### config.mk
export PLATFORM = sky130hd
export DESIGN_NAME = pipe_pc_predict
export DESIGN_NICKNAME = d
export VERILOG_FILES = /design/src/rtl/pipe_pc_predict_pkg.sv /design/src/rtl/pipe_pc_predict_ras.sv /design/src/rtl/pipe_pc_predict.sv
export SDC_FILE = /design/constraint.sdc
export NUM_CORES = 1
export LEC_CHECK = 0
export BUFFER_PORTS_ARGS = -buffer_cell sky130_fd_sc_hd__buf_2
export CORE_AREA = 2 2 230 232
export CTS_CLUSTER_SIZE = 40
export DETAILED_ROUTE_END_ITERATION = 8
export DIE_AREA = 0 0 232 234
export MAX_ROUTING_LAYER = met4
export PLACE_DENSITY = 0.51
export SYNTH_ARGS = -nofsm -noshare
export SYNTH_HDL_FRONTEND = slang
export SYNTH_HIERARCHICAL = 1
export SYNTH_SLANG_ARGS = --single-unit
### constraint.sdc
create_clock -name clk -period 4.3 [get_ports clk]
set_clock_uncertainty 0.1 [all_clocks]
set_input_delay 0.645 -clock clk [delete_from_list [all_inputs] [get_ports clk]]
set_output_delay 0.645 -clock clk [all_outputs]
set_load 0.01 [all_outputs]
### src/rtl/pipe_pc_predict_pkg.sv
// rtl/pipe_pc_predict_pkg.sv - Y86-64 icode/ifun constants shared by the next-PC unit
package pipe_pc_predict_pkg;

    localparam logic [3:0] IJXX     = 4'h7;
    localparam logic [3:0] ICALL    = 4'h8;
    localparam logic [3:0] IRET     = 4'h9;
    localparam logic [3:0] IFUN_JMP = 4'h0;

    function automatic logic isCondJump(input logic [3:0] icode, input logic [3:0] ifun);
        return (icode == IJXX) && (ifun != IFUN_JMP);
    endfunction

endpackage

### src/rtl/pipe_pc_predict_ras.sv
// rtl/pipe_pc_predict_ras.sv - circular return address stack; overflow overwrites the oldest entry
module pipe_ras #(
    parameter int ADDR_W = 64,
    parameter int DEPTH  = 8
) (
    input  logic              clk,
    input  logic              rst,
    input  logic              push,
    input  logic              pop,
    input  logic [ADDR_W-1:0] pushData,
    output logic [ADDR_W-1:0] top,
    output logic              empty
);

    localparam int PTR_W = $clog2(DEPTH);
    localparam int CNT_W = $clog2(DEPTH + 1);
    localparam logic [CNT_W-1:0] FULL = CNT_W'(DEPTH);

    logic [ADDR_W-1:0] mem [DEPTH];
    logic [PTR_W-1:0]  sp;
    logic [CNT_W-1:0]  count;

    // sp points at the next free slot, so the top lives one below it
    assign top   = mem[sp - 1'b1];
    assign empty = (count == '0);

    always_ff @(posedge clk) begin
        if (rst) begin
            sp    <= '0;
            count <= '0;
        end else if (push) begin
            mem[sp] <= pushData;
            sp      <= sp + 1'b1;
            if (count != FULL) begin
                count <= count + 1'b1;
            end
        end else if (pop && !empty) begin
            sp    <= sp - 1'b1;
            count <= count - 1'b1;
        end
    end

endmodule

### src/rtl/pipe_pc_predict.sv
// rtl/pipe_pc_predict.sv - fetch PC register with PHT jXX prediction and redirects; PIPE_RAS_EN adds ret prediction
module pipe_pc_predict
    import pipe_pc_predict_pkg::*;
#(
    parameter int ADDR_W            = 64,
    parameter int PHT_ENTRIES       = 16,
    parameter int CTR_W             = 2,
    parameter int RAS_DEPTH         = 8,
    parameter logic [ADDR_W-1:0] RESET_PC = '0
) (
    input  logic              clk,
    input  logic              rst,
    input  logic              f_stall,
    input  logic [3:0]        f_icode,
    input  logic [3:0]        f_ifun,
    input  logic [ADDR_W-1:0] f_valC,
    input  logic [ADDR_W-1:0] f_valP,
    output logic [ADDR_W-1:0] f_pc,
    output logic              f_pred_taken,
    output logic [ADDR_W-1:0] f_ret_pred,
    input  logic              res_valid,
    input  logic [ADDR_W-1:0] res_pc,
    input  logic              res_taken,
    input  logic              res_pred_taken,
    input  logic [ADDR_W-1:0] res_target,
    input  logic [ADDR_W-1:0] res_fallthru,
    input  logic              ret_valid,
    input  logic [ADDR_W-1:0] ret_valM,
    input  logic [ADDR_W-1:0] ret_pred,
    output logic              mispredict
);

    localparam int IDX_W = $clog2(PHT_ENTRIES);
    localparam logic [CTR_W-1:0] CTR_INIT = CTR_W'(1) << (CTR_W - 1);
    localparam logic [CTR_W-1:0] CTR_MAX  = '1;

    logic [CTR_W-1:0]  pht [PHT_ENTRIES];
    logic [IDX_W-1:0]  fIdx;
    logic [IDX_W-1:0]  resIdx;
    logic              jxxMiss;
    logic              retRedirect;
    logic [ADDR_W-1:0] nextPc;
    logic              unusedBits;

    assign fIdx    = f_pc[IDX_W-1:0];
    assign resIdx  = res_pc[IDX_W-1:0];
    assign jxxMiss = res_valid && (res_taken != res_pred_taken);

`ifdef PIPE_RAS_EN
    logic              rasPush;
    logic              rasPop;
    logic [ADDR_W-1:0] rasTop;
    logic              rasEmpty;

    assign retRedirect = ret_valid && (ret_valM != ret_pred);
    assign rasPush     = !f_stall && !mispredict && (f_icode == ICALL);
    assign rasPop      = !f_stall && !mispredict && (f_icode == IRET);
    assign f_ret_pred  = rasEmpty ? f_valP : rasTop;
    assign unusedBits  = ^res_pc[ADDR_W-1:IDX_W];

    pipe_ras #(
        .ADDR_W (ADDR_W),
        .DEPTH  (RAS_DEPTH)
    ) u_ras (
        .clk      (clk),
        .rst      (rst),
        .push     (rasPush),
        .pop      (rasPop),
        .pushData (f_valP),
        .top      (rasTop),
        .empty    (rasEmpty)
    );
`else
    assign retRedirect = ret_valid;
    assign f_ret_pred  = '0;
    assign unusedBits  = ^{res_pc[ADDR_W-1:IDX_W], ret_pred};
`endif

    assign mispredict = jxxMiss || retRedirect;

    always_comb begin
        f_pred_taken = 1'b0;
        if (isCondJump(f_icode, f_ifun)) begin
            f_pred_taken = pht[fIdx][CTR_W-1];
        end else if (f_icode == IJXX || f_icode == ICALL) begin
            f_pred_taken = 1'b1;
        end
    end

    always_comb begin
        nextPc = f_pc;
        if (jxxMiss) begin
            nextPc = res_taken ? res_target : res_fallthru;
        end else if (retRedirect) begin
            nextPc = ret_valM;
        end else if (!f_stall) begin
            case (f_icode)
                IJXX, ICALL: nextPc = f_pred_taken ? f_valC : f_valP;
`ifdef PIPE_RAS_EN
                IRET:        nextPc = f_ret_pred;
`else
                IRET:        nextPc = f_pc;
`endif
                default:     nextPc = f_valP;
            endcase
        end
    end

    always_ff @(posedge clk) begin
        if (rst) begin
            f_pc <= RESET_PC;
        end else begin
            f_pc <= nextPc;
        end
    end

    // Training ignores stall and redirect: every resolved jXX counts
    always_ff @(posedge clk) begin
        if (rst) begin
            for (int i = 0; i < PHT_ENTRIES; i++) begin
                pht[i] <= CTR_INIT;
            end
        end else if (res_valid) begin
            if (res_taken) begin
                if (pht[resIdx] != CTR_MAX) begin
                    pht[resIdx] <= pht[resIdx] + 1'b1;
                end
            end else if (pht[resIdx] != '0) begin
                pht[resIdx] <= pht[resIdx] - 1'b1;
            end
        end
    end

endmodule

# [Word level (Yosys, flattened, before mapping)]
# Memories as Yosys holds them, arrays and structs flattened. A register that Yosys moved wholly into a read port is not among the register bits.
# Cells that the tools add are included.
[totals] ramBits=32 n_memories=1 out_inout_bits=130 regBits=64
[memory_table] name="pht" words=16 word_bits=2 read_ports=2 rd_ports_with_merged_regs=1 write_ports=16 line_no="pipe_pc_predict.sv:37" source="logic [CTR_W-1:0] pht [PHT_ENTRIES];"
[op_classes] n_eq_ne=7 mux=26 n_bitwise=1 addsub=2 reduce_logical=9
[ops] cell="64-bit 2-to-1 mux" count=5
[ops] cell="64-bit case mux with 2 select lines" count=1
[ops] cell="1-bit 2-to-1 mux" count=15
[ops] cell="4-bit 2-to-1 mux" count=3
[ops] cell="4-bit == test (second input constant)" count=2
[ops] cell="4-bit by 3-bit == test with 1-bit output (second input constant)" count=1
[ops] cell="2-bit 2-to-1 mux" count=2
[ops] cell="4-bit nonzero test" count=1
[ops] cell="2-bit OR reduction" count=2
[ops] cell="3-bit by 1-bit != test with 1-bit output (second input constant)" count=1
[ops] cell="3-bit != test (second input constant)" count=1
[ops] cell="2-bit by 1-bit adder with 2-bit output (second input constant)" count=1
[ops] cell="1-bit logical AND" count=2
[ops] cell="1-bit logical OR" count=2
[ops] cell="2-bit != test (second input constant)" count=1
[ops] cell="2-bit AND reduction" count=1
[ops] cell="2-bit nonzero test" count=1
[ops] cell="2-bit by 1-bit subtractor with 2-bit output (second input constant)" count=1
[ops] cell="1-bit != test" count=1
[ops] cell="1-bit bitwise OR" count=1

# [Longest topological paths before layout]
[depth] word_depth=11 depth_mapped=10 mapped_depth_nobuf=5

# [Least setup slack after synthesis]
# OpenSTA, ideal clock, no wires.
[synth_path] kind="in2reg" startpoint="input port res_pc[1]" endpoint="memory pht[3][0] (enable)" stages=9 t_required_ps=3951 setup_slack_ps=993 n_path_buf=4 arrival_ps=2959 path_cell_list="clkbuf_1 -> clkbuf_1 -> mux4_2 -> mux4_2 -> buf_6 -> or2_4 -> o21a_1 -> buf_6 -> a41o_1"
[synth_rtl] item="start, declared" line_no="pipe_pc_predict.sv:22" source="input logic [ADDR_W-1:0] res_pc,"
[synth_rtl] item="end, declared" line_no="pipe_pc_predict.sv:37"

==> impl_summary.log <==
[metrics] result of the run: completed
[metrics] start point of the critical path: res_pc[0]
[metrics] clock transition at the register clock pins on the worst setup and hold paths after CTS: 0.10 ns
[metrics] net total in the final layout: 1847
[metrics] Worst Reg-to-Reg Cells: 5
[metrics] starting density of the core: 0.166
[metrics] Cell Chain, Critical Path: buf_2, mux4_1, mux4_2, or2_4, o21a_1, a41o_1
[metrics] portion of netlist area occupied by mux cells: 0.113
[metrics] CTS max path bufs: 2
[metrics] area fraction of the dominant cell type after synthesis: 0.157
[metrics] Slowest-stage cell, CP: mux4_1
[metrics] largest net degree at the start of global routing: 120
[metrics] count of unresolved DRC violations after routing: 0
[metrics] complex-gate fraction of the synthesized area: 0.304
[metrics] element type at the critical path start: input pin
[metrics] synth top area cells: dfxtp_1, edfxtp_1, mux2i_1, o2111ai_1, a311oi_1
[metrics] mean instance size in the synthesized netlist: 8.05 um^2
[metrics] CP top delay family: multiplexers
[metrics] global-route wire length before repair: 51100 um
[metrics] final setup vio count: 0
[metrics] CP max stage delay: 0.67 ns
[metrics] worst hold slack across all endpoints: 0.433 ns
[metrics] unrepaired setup endpoints after global routing: no
[metrics] worst path required time: 4.35 ns
[metrics] number of top-level pins: 593
[metrics] global placement routability congestion: 0.805
[metrics] count of pins over their slew limit: 0
[metrics] Slew HR: 0.476
[metrics] sum of met2 wire segment lengths after detailed routing: 17000 um
[metrics] average wire per standard cell: 16.9 um
[metrics] Core ar.: 0.0520 mm^2
[metrics] clock net sink count: 100
[metrics] TritonCTS clock tree: yes
[metrics] actual slew at the worst max-slew pin: 0.786 ns
[metrics] area share of and/or/nand/nor cells after synthesis: 0.167
[metrics] horizontal die dimension: 232 um
[metrics] predominant post-synthesis flop cell: dfxtp_1
[metrics] DRT met1 WL: 14900 um
[metrics] GRT Resource Usage Total: 0.127
[metrics] via count of the first global-routing pass: 8985
[metrics] vertical die dimension: 234 um
[metrics] warning count from the yosys run: 6
[metrics] CP bufs+invs: 1
[metrics] endpoint kind of the worst setup timing path: flip-flop
[metrics] remaining number of nets flagged by the antenna check after routing: 0
[metrics] via-per-instance ratio: 4.59
[metrics] parity-gate share of the synthesized area counting xor and xnor cells: 0.00405
[metrics] cells after synthesis: 1074
[metrics] ys async rst share: 0
[metrics] post-detail-place hpwl: 25800 um
[metrics] worst r2r dst: pht[3][1]
[metrics] Worst Path Arrival: 3.47 ns
[metrics] unique cell type count in the Yosys netlist: 52
[metrics] clk_lat worst skew: 0.40 ns
[metrics] final cycle utilization of the critical path: 0.794
[metrics] FF+latch count, synth: 100
[metrics] top achievable clock speed: 293 MHz
[metrics] layout cell share with drive strength beyond 1: 0.335
[metrics] type of the worst setup path: input pin to flip-flop
[metrics] worst reg2reg startpoint: pht[9][0]
[metrics] # rows: 84
[metrics] post-synth top area cell: dfxtp_1
[metrics] Num CTS Buffers: 9
[metrics] flop-to-flop setup slack: 1.31 ns
[metrics] sum of routed wire length over all layers: 35200 um
[metrics] # port buffers: 404
[metrics] peak ir drop on the vdd network: 0.181 mV
[metrics] post-synth design cell area: 0.00865 mm^2
[metrics] pwr dens: 262 mW/mm^2
[metrics] leakage: 4.92 nW
[metrics] Starting DRT DRC Count: 472
[metrics] total grt overflow: 0
[metrics] P&R area growth vs syn: 32.0%
[metrics] number of violations of the max-capacitance limit: 0
[metrics] floorplan die area: 0.0543 mm^2
[metrics] count of hold-fix buffers inserted at cts: 0
[metrics] Final Hold Fails: 0
[metrics] root buffer selected by CTS: clkbuf_16
[metrics] class of the tightest hold or removal check: input pin to flip-flop
[metrics] combinational family with the most area after synthesis: compound AO/OA/AOI/OAI gates
[metrics] number of enable flip-flop cells after synthesis: 32
[metrics] share of the yosys chip area belonging to registers: 0.268
[metrics] total vias in the final route: 9545
[metrics] router iterations before antenna repair: 5
[metrics] logic depth of the worst setup path including buffers: 6
[metrics] adder-cell area share of the yosys netlist: 0
[metrics] highest fanout seen on the critical path: 22
[metrics] crit path capture: pht[3][1]
[metrics] amount of wire on met3 after detailed routing: 2220 um
[metrics] final-layout setup total negative slack: 0 ns
[metrics] most numerous cell types in the synthesized netlist: clkbuf_1, nand2_1, nor2_1, a21o_1
[metrics] highest signal layer in the routed design: met4
[metrics] post-CTS setup buffer count: 0
[metrics] number of levels in the clock H-tree: 3
[metrics] antenna violations before repair: 3
[metrics] most repeated cell in the gate-level netlist after synthesis: clkbuf_1
[metrics] post-cts gate resize count: 0
[metrics] final worst path period need: 3.42 ns
through the flow:
| step | instances | util | setup WS [ns] | instance area, um^2 | total power [mW] |
|---|---|---|---|---|---|
| final | 2080 | 0.220 | 0.885 | 11400 | 2.99 |
| after global routing | 2080 | 0.220 | 0.783 | 11400 | 3.19 |
| after CTS | 2077 | 0.219 | 0.965 | 11400 | 3.06 |
| after detailed placement | 2061 | 0.213 | 0.522 | 11100 | 2.10 |
| after global placement | 2061 | 0.213 | 0.531 | 11100 | 2.08 |
| after floorplan | 1137 | - | 0.993 | 8890 | 1.72 |
worst reg2reg max path: stages, from the launching register on:
cell and delay, ns:
edfxtp_1 0.37, mux4_1 0.55, mux4_2 0.62, or2_4 0.32
o21a_1 0.42, a41o_1 0.38
cells by family (layout without fill, tap and decap cells):
family / after synthesis / count (layout)
AO/OA/AOI/OAI: 350 / 350
XOR/XNOR: 4 / 4
buffers and inverters: 254 / 506
flip-flops: 100 / 100
multiplexers: 81 / 81
other: 1 / 67
AND/OR/NAND/NOR: 284 / 284
per-layer routing:
metal	vias to the layer above	track usage
met4	0	0.0561
met3	53	0.0280
met1	4547	0.148
li1	4604	-
met2	341	0.208
met5	-	-
worst min path at each step:
stage,start,end,slack (ns),depth (start not counted)
5_1_grt,f_valC[25],f_pc[25],0.41,3
6_report,f_valC[12],f_pc[12],0.43,3
2_1_floorplan,f_pc[6],f_pc[6],0.52,4
3_3_place_gp,f_pc[6],f_pc[6],0.50,4
4_1_cts,f_valC[29],f_pc[29],0.39,3
3_5_place_dp,f_pc[13],f_pc[13],0.52,3
flip-flops by register name, indices dropped and copies added (netlist names), named ones only:
register	count
pht	32
f_pc	64
report_power, final:
| group | internal (mW) | switching, mW |
|---|---|---|
| logic | 0.397 | 0.561 |
| registers | 1.06 | 0.0509 |
| clock network | 0.420 | 0.506 |
cells in the final DEF, fill, tap and decap left out, drive strengths merged, types with 8 or more instances in the layout:
cell type | netlist | routed
a311oi | 63 | 63
nor2 | 79 | 79
dfxtp | 68 | 68
a21o | 69 | 69
conb | 1 | 64
clkbuf | 106 | 9
a21oi | 68 | 68
or4 | 63 | 63
nor3 | 20 | 20
nand4 | 13 | 13
nand2 | 79 | 79
mux4 | 12 | 12
a31o | 8 | 8
o211ai | 63 | 63
o2111ai | 64 | 64
edfxtp | 32 | 32
buf | 80 | 422
mux2i | 66 | 66
inv | 68 | 71
layout make-up:
cell class              instances  area (um^2)
clock inverters                 7         86.3
flip-flops and latches        100         2320
inverters                      68          255
well taps                     688          861
multi-input cells             783         5390
repair buffers                422         2280
clock buffers                   9          225
diodes                          3         7.51
fillers                      5857        40600
No activity file was read; power rests on OpenSTA's default activity.
